<file path="src/rtl/elevator_group_dispatcher.sv">
// Two-car hall-call dispatcher: pending call maps, nearest-idle-car arbitration, ack timeout with reassignment.
// Optional fire-service recall (car0 then car1 to floor 0) is built when FIRE_RECALL_EN is defined.
module elevator_group_dispatcher #(
  parameter int unsigned ACK_TIMEOUT = 15
) (
  input  logic       clk,
  input  logic       reset,
`ifdef FIRE_RECALL_EN
  input  logic       fire_recall,
`endif
  input  logic       hall_valid,
  input  logic [2:0] hall_floor,
  input  logic       hall_dir,
  output logic       hall_ready,
  input  logic [2:0] car0_floor,
  input  logic [2:0] car1_floor,
  input  logic       car0_moving,
  input  logic       car1_moving,
  output logic       car0_asg_valid,
  output logic       car1_asg_valid,
  output logic [2:0] car0_asg_floor,
  output logic [2:0] car1_asg_floor,
  input  logic       car0_asg_ready,
  input  logic       car1_asg_ready,
  output logic [7:0] pending_up,
  output logic [7:0] pending_dn,
  output logic       busy
);

  typedef enum logic [1:0] {
    IDLE,
    COST,
    ISSUE
`ifdef FIRE_RECALL_EN
    , RECALL
`endif
  } state_t;

  state_t     state, state_n;
  logic [7:0] pend_up_n, pend_dn_n;
  logic [2:0] call_floor, call_floor_n;
  logic       call_dir, call_dir_n;
  logic       car_sel, car_sel_n;
  logic       rr, rr_n;
  logic [1:0] excl, excl_n;
  logic [7:0] tcnt, tcnt_n;
  logic [2:0] up_idx, dn_idx, dist0, dist1;
  logic       elig0, elig1, sel_ready;
  logic [1:0] excl_set;
  logic [7:0] clr_up, clr_dn, set_up, set_dn;
`ifdef FIRE_RECALL_EN
  logic [1:0] recall_done, recall_done_n;
  logic       in_recall;
  assign in_recall = (state == RECALL);
`else
  logic       in_recall;
  assign in_recall = 1'b0;
`endif

  always_comb begin
    up_idx = '0;
    dn_idx = '0;
    for (int unsigned i = 8; i > 0; i--) begin
      if (pending_up[i-1]) up_idx = 3'(i - 1);
      if (pending_dn[i-1]) dn_idx = 3'(i - 1);
    end
  end

  assign dist0    = (car0_floor >= call_floor) ? car0_floor - call_floor : call_floor - car0_floor;
  assign dist1    = (car1_floor >= call_floor) ? car1_floor - call_floor : call_floor - car1_floor;
  assign elig0    = !car0_moving && !excl[0];
  assign elig1    = !car1_moving && !excl[1];
  assign sel_ready = car_sel ? car1_asg_ready : car0_asg_ready;
  assign excl_set = excl | (car_sel ? 2'b10 : 2'b01);

  assign hall_ready = !reset && !in_recall;
  assign busy       = (state != IDLE);

  always_comb begin
    car0_asg_valid = (state == ISSUE) && !car_sel;
    car1_asg_valid = (state == ISSUE) && car_sel;
`ifdef FIRE_RECALL_EN
    if (in_recall) begin
      car0_asg_valid = !recall_done[0];
      car1_asg_valid = recall_done[0] && !recall_done[1];
    end
`endif
    car0_asg_floor = (car0_asg_valid && !in_recall) ? call_floor : '0;
    car1_asg_floor = (car1_asg_valid && !in_recall) ? call_floor : '0;
  end

  always_comb begin
    state_n      = state;
    call_floor_n = call_floor;
    call_dir_n   = call_dir;
    car_sel_n    = car_sel;
    rr_n         = rr;
    excl_n       = excl;
    tcnt_n       = tcnt;
    clr_up       = '0;
    clr_dn       = '0;
    set_up       = '0;
    set_dn       = '0;
`ifdef FIRE_RECALL_EN
    recall_done_n = recall_done;
`endif
    case (state)
      IDLE: begin
        if (|pending_up || |pending_dn) begin
          call_dir_n   = |pending_up;
          call_floor_n = (|pending_up) ? up_idx : dn_idx;
          excl_n       = '0;
          state_n      = COST;
        end
      end
      COST: begin
        if (elig0 || elig1) begin
          if (elig0 && elig1)
            car_sel_n = (dist0 < dist1) ? 1'b0 : (dist1 < dist0) ? 1'b1 : rr;
          else
            car_sel_n = elig1;
          tcnt_n  = '0;
          state_n = ISSUE;
        end
      end
      ISSUE: begin
        if (sel_ready) begin
          if (call_dir) clr_up[call_floor] = 1'b1;
          else          clr_dn[call_floor] = 1'b1;
          rr_n    = !rr;
          state_n = IDLE;
        end else if (tcnt == 8'(ACK_TIMEOUT - 1)) begin
          // Excluding the last remaining car re-opens arbitration to both cars.
          excl_n  = (excl_set == 2'b11) ? 2'b00 : excl_set;
          state_n = COST;
        end else begin
          tcnt_n = tcnt + 8'd1;
        end
      end
`ifdef FIRE_RECALL_EN
      RECALL: begin
        if (car0_asg_valid && car0_asg_ready) recall_done_n[0] = 1'b1;
        if (car1_asg_valid && car1_asg_ready) recall_done_n[1] = 1'b1;
        if (!fire_recall && (&recall_done)) state_n = IDLE;
      end
`endif
      default: state_n = IDLE;
    endcase

    if (hall_valid && hall_ready) begin
      if (hall_dir) set_up[hall_floor] = 1'b1;
      else          set_dn[hall_floor] = 1'b1;
    end
    pend_up_n = (pending_up & ~clr_up) | set_up;
    pend_dn_n = (pending_dn & ~clr_dn) | set_dn;

`ifdef FIRE_RECALL_EN
    if (fire_recall || in_recall) begin
      pend_up_n = '0;
      pend_dn_n = '0;
    end
    if (fire_recall) begin
      state_n = RECALL;
      excl_n  = '0;
      if (!in_recall) recall_done_n = '0;
    end
`endif
  end

  always_ff @(posedge clk) begin
    if (reset) begin
      state       <= IDLE;
      pending_up  <= '0;
      pending_dn  <= '0;
      call_floor  <= '0;
      call_dir    <= 1'b0;
      car_sel     <= 1'b0;
      rr          <= 1'b0;
      excl        <= '0;
      tcnt        <= '0;
`ifdef FIRE_RECALL_EN
      recall_done <= '0;
`endif
    end else begin
      state       <= state_n;
      pending_up  <= pend_up_n;
      pending_dn  <= pend_dn_n;
      call_floor  <= call_floor_n;
      call_dir    <= call_dir_n;
      car_sel     <= car_sel_n;
      rr          <= rr_n;
      excl        <= excl_n;
      tcnt        <= tcnt_n;
`ifdef FIRE_RECALL_EN
      recall_done <= recall_done_n;
`endif
    end
  end

endmodule

</file>
<file path="config.mk">
export PLATFORM = sky130hd
export DESIGN_NAME = elevator_group_dispatcher
export DESIGN_NICKNAME = d
export VERILOG_FILES = /design/src/rtl/elevator_group_dispatcher.sv
export SDC_FILE = /design/constraint.sdc
export NUM_CORES = 1
export LEC_CHECK = 0
export BUFFER_PORTS_ARGS = -buffer_cell sky130_fd_sc_hd__buf_2
export CAP_MARGIN = 20
export CORE_ASPECT_RATIO = 0.7
export CORE_MARGIN = 2
export CORE_UTILIZATION = 55
export CTS_CLUSTER_SIZE = 25
export DETAILED_ROUTE_END_ITERATION = 6
export GPL_ROUTABILITY_DRIVEN = 0
export HOLD_SLACK_MARGIN = 0.05
export PLACE_DENSITY = 0.8
export SLEW_MARGIN = 25
export SYNTH_ARGS = -nofsm -noshare
export SYNTH_HDL_FRONTEND = slang
export SYNTH_SLANG_ARGS = --single-unit
</file>
<file path="constraint.sdc">
create_clock -name clk -period 3.15 [get_ports clk]
set_input_delay 0.63 -clock clk [delete_from_list [all_inputs] [get_ports clk]]
set_output_delay 0.63 -clock clk [all_outputs]
set_load 0.02 [all_outputs]
</file>
# After elaboration in Yosys (flattened, before gate mapping)
# Index checks and enable logic that the tools add are counted.
[word_totals]
reg_bits = 34
inputBits = 17
wordCells = 122
[op_classes]
n_addsub = 5
n_lt_le_gt_ge = 8
eq_ne = 10
muxes = 54
bitwise = 7
reduce_logical = 29
[ops]
columns = ["op", "n"]
rows = [
  ["$mux 8", 13],
  ["$mux 3", 21],
  ["$mux 2", 9],
  ["$and 8x8->8", 2],
  ["$not 8->8", 2],
  ["$or 8x8->8", 2],
  ["$pmux 8 s2", 1],
  ["$reduce_or 8->1", 2],
  ["$sub 3x3->3", 4],
  ["$add 8x1->8 const B", 1],
  ["$eq 8x4->1 const B", 1],
  ["$logic_and 1x1->1", 8],
  ["$lt 3x4->1 const B", 2],
  ["$ne 2x2->1 const B", 4],
  ["$reduce_and 4->1", 2],
  ["$logic_not 1->1", 7],
  ["$demux 1 s3", 2],
  ["$ge 3x1->1 const B", 2],
  ["$ge 3x3->1", 2],
  ["$lt 3x3->1", 2],
  ["$mux 1", 6],
  ["$pmux 2 s3", 1],
  ["$reduce_and 2->1", 3],
  ["$reduce_bool 2->1", 3],
  ["other kinds (9)", 11],
]

# Depth between registers and ports, before layout
[depth]
word_depth = 10
ltp_mapped = 11
ltp_nobuf = 11

# Least setup slack after synthesis
# OpenSTA, ideal clock, no wires.
[synth_timing]
kind = "input-to-reg"
startpoint = "in car1_floor[0]"
endpoint = "reg car_sel"
setup_time_ps = 60
arrival_ps = 2573
required_ps = 3090
path_slack_ps = 517
cell_stages = 11
path_buffers = 0
path_cell_list = "inv_1 > ha_1 > nand2b_1 > a21o_1 > a21o_1 > mux2_2 > ha_1 > nor2b_1 > o21a_1 > o211ai_1 > a32o_1"
[synth_via]
elab_chain_len = 6
word_cells_on_any_way = 9
[synth_lines]
columns = ["item", "line_no", "source"]
rows = [
  ["start, declared", "16", "input logic [2:0] car1_floor,"],
  ["$sub 3x3->3 / $ge 3x3->1 (equally long branches)", "70", "assign dist1 = (car1_floor >= call_floor) ? car1_floor - call_floor : call_floor - car1_floor;"],
  ["$mux 3 (*)", "70", ""],
  ["$lt 3x3->1", "119", "car_sel_n = (dist0 < dist1) ? 1'b0 : (dist1 < dist0) ? 1'b1 : rr;"],
  ["$mux 1", "119", ""],
  ["$mux 1 (*)", "119", ""],
  ["$mux 1 (*)", "118", "if (elig0 && elig1)"],
  ["end signal, assigned", "190", "car_sel <= car_sel_n;"],
  ["end, declared", "43", "logic car_sel, car_sel_n;"],
]
# Every way passes the cells marked *; elsewhere a longest branch is shown, timed or not.
# A chain may end at the register's enable or synchronous reset.

# Worst setup path after layout
[layout_timing]
startpoint = "reg call_floor[1]"
endpoint = "reg car_sel"
[layout_via]
elab_chain_len = 6
word_cells_on_any_way = 13
[layout_lines]
columns = ["item", "line_no", "source"]
rows = [
  ["start, declared", "41", "logic [2:0] call_floor, call_floor_n;"],
  ["start signal, assigned", "188", "call_floor <= call_floor_n;"],
  ["$sub 3x3->3, or another cell as far along", "70", ""],
  ["$mux 3 (on tied branches)", "70, 69", ""],
  ["$lt 3x3->1", "119", ""],
  ["$mux 1", "119", ""],
  ["$mux 1 (*)", "119", ""],
  ["$mux 1 (*)", "118", ""],
]
# Marks and branches as above.

==> impl_metrics.csv <==
group,metric,value,unit
synthesis,ys_ff_latch,34,
grt,grt_start_max_net_pins,19,
route,drt_pass1_iterations,4,
worst_setup_path,endpoint_kind,"register",
grt,gr-usage-met2,38.2,%
grt,grt_pass1_vias,1912,
grt,grt-ovfl-total,0,
timing,clock.fmax,368,MHz
synthesis,synthCells,266,
grt,grt_util_met3,8.60,%
final_layout,insertedDiodeCount,0,
worst_setup_path,startpoint_type,"register",
die,row_count,18,
clock_network,post-cts-setup-buffer-count,0,
run,max_cap_viol_count,0,
clock_network,clock_latency,0.29,ns
pwr,power_density,444,nW/µm²
grt,grt_antenna_before_repair,0,
timing,min_period,2.72,ns
timing,tns,0,ns
final_layout,nets,345,
route,wirelength,5230,µm
clock_network,ctsResizeCount,0,
final_layout,layout-drive-gt1-share,19.0,%
timing,min_period_over_period,86.2,%
worst_setup_path,crit_fanout,8,
synthesis,ys_warn_count,0,
synthesis,synth_cell_types,48,
timing,setup_viol,0,
clock_network,cts_sinks,34,
clock_network,root_buffer,"clkbuf_8",
die,core,3630,µm²
pwr,peakVddDrop,327,µV
route,post_drt_via_cell_ratio,5.70,
timing,worst_hold_slack,0.493,ns
synthesis,ys_async_sr_fraction,0,%
timing,max-slew-margin-rel,37.8,%
clock_network,cts_buffers,5,
route,remaining_drc_errors,0,
place,dp_hpwl,4030,µm
synthesis,syn_nets,302,
worst_setup_path,rrSetupSlack,0.43,ns
grt,grtUsageMet1,34.3,%
status,outcome,"finished, final reports clean",
die,io_pins,43,
grt,track_usage,25.7,%
timing,tightest_slew,0.925,ns
clock_network,cts_tree,"built",
synthesis,synth_ff_type,"dfxtp_1",
synthesis,syn_avg_cell_area,8.04,µm²
die,start_util,59.0,%
clock_network,h-tree-depth,2,
grt,grt_pass1_wl,8810,µm
clock_network,cts_buffer_depth,2,
synthesis,synth_area,2140,µm²
clock_network,path_clk_slew,0.07,ns
worst_setup_path,arrival,2.90,ns
worst_hold_path,min_path_type,"register to register",
pwr,p_leak,1.04,nW
die,die_w,78.5,µm
timing,finalHoldViolCount,0,
timing,skew,0.00679,ns
route,drtIter0Drc,175,
synthesis,synth_edf_count,0,
route,ant_nets,0,
die,die_h,56.2,µm
grt,busiest_layer,"met2",
timing,report.final.slew_viol_count,0,
timing,rsz0062_at_grt,"false",
synthesis,ys_seq_area_share,31.8,%
worst_setup_path,worstSetupPathType,"register to register",
place,io_buffers,42,
worst_setup_path,cp.required,3.33,ns
clock_network,holdBufCountCts,0,
route,wire_per_inst,14.5,µm
die,die-area,4410,µm²
pwr,power,0.00110,W
final_layout,layout-area-overhead-vs-synth,16.3,%
route,via_count,2052,
==> where the power goes <==
group          internal [W]  switching, W  total, W
combinational      0.000123      0.000169  0.000292
clock              0.000176      0.000163  0.000339
sequential         0.000446     0.0000274  0.000474
==> cell usage after synthesis, types with 2 or more instances <==
cell,number,share of area (%)
a31oi_1,2,0.59
nor2b_1,5,1.5
clkbuf_1,5,0.88
mux2i_1,4,1.9
or4_1,4,1.4
fa_1,4,3.7
ha_1,15,8.8
o21a_1,2,0.70
a21oi_1,15,3.5
inv_1,20,3.5
nor3_1,7,1.6
and2_1,4,1.2
xnor2_1,3,1.2
o211ai_1,3,1.1
a21o_1,4,1.4
nand4_1,4,1.2
nand3_1,15,3.5
buf_1,2,0.35
or3_1,6,1.8
o21ai_0,17,4.0
o31ai_1,3,1.1
o32ai_1,3,1.2
nand2_1,24,4.2
and3_1,4,1.2
nor4_1,6,1.8
nor2_1,23,4.0
dfxtp_1,34,32
a211oi_1,2,0.70
a31o_2,2,0.82
nand2b_1,5,1.5
nor4_2,2,1.2
==> stage by stage <==
stage | cell area [µm²] | std cells | setup WS [ns] | util [%]
after floorplan | 2140 | 266 | 0.517 | -
after global placement | 2390 | 352 | 0.367 | 66.0
after detailed placement | 2390 | 352 | 0.207 | 66.0
after CTS | 2490 | 360 | 0.404 | 68.6
after global routing | 2490 | 360 | 0.206 | 68.6
final | 2490 | 360 | 0.434 | 68.6
==> routing by layer <==
metal | up-vias | wire (µm) | share of wire, %
li1 | 1038 | - | -
met1 | 930 | 2450 | 47
met2 | 79 | 2230 | 43
met3 | 5 | 490 | 9.4
met4 | 0 | 65 | 1.2
met5 | - | 0 | 0
==> critical path, cell delays in order, from the launching register on <==
cell and delay [ns]:
dfxtp_1 0.49, inv_1 0.27, ha_1 0.25, a21o_1 0.14, a21oi_1 0.26, mux2i_1 0.26
xor2_1 0.21, ha_1 0.27, nand4_1 0.10, o211ai_1 0.10, a32o_1 0.25
==> kinds of logic after synthesis <==
| group | count (synthesis) | share of synthesized area [%] |
|---|---|---|
| DFF | 34 | 31.8 |
| AOI/OAI and AO/OA | 62 | 18.4 |
| adders and majority gates | 19 | 12.5 |
| xor gates and xnor gates | 4 | 1.64 |
| muxes | 6 | 3.45 |
| and+or+nand+nor | 112 | 26.9 |
| buffers and inverters | 29 | 5.27 |
==> flip-flops by register name, indices dropped and copies added, names as in the netlist <==
signal and cells:
pending_dn 8, pending_up 8, tcnt 8, call_floor 3, excl 2, state 2
call_dir 1, car_sel 1, rr 1
==> placed cells by master, fill, tap and decap left out, types with 3 or more instances in the layout <==
master,instances
fa_1,4
dfxtp_1,34
nand2b_1,5
o31ai_1,3
nor3_1,7
mux2i_1,4
and3_1,4
xnor2_1,3
buf_2,42
o32ai_1,3
nor2b_1,5
nor4_1,6
clkbuf_8,6
nand3_1,15
o211ai_1,3
a21o_1,4
or4_1,4
and2_1,4
nand4_1,4
ha_1,15
nor2_1,23
inv_1,20
or3_1,6
a21oi_1,15
o21ai_0,17
nand2_1,24
==> worst paths after layout <==
path / end / depth (start not counted) / from
worst max-delay path: car_sel$_SDFFE_PP0P_ / 10 / call_floor[1]$_SDFFE_PP0P_
worst min-delay path: tcnt[7]$_SDFFE_PP0P_ / 2 / tcnt[7]$_SDFFE_PP0P_
worst max register to register: car_sel$_SDFFE_PP0P_ / 10 / call_floor[1]$_SDFFE_PP0P_
worst min register to register: tcnt[7]$_SDFFE_PP0P_ / 2 / tcnt[7]$_SDFFE_PP0P_
==> area by class of cell <==
type                            instances  area [µm²]
Multi-Input combinational cell        203        1350
Fill cell                             319        1140
Tap cell                               50        62.6
Clock inverter                          2        12.5
Sequential cell                        34         681
Clock buffer                            6        82.6
Timing Repair Buffer                   44         225
Inverter                               21        78.8
Power figures use the tool's default switching activity.
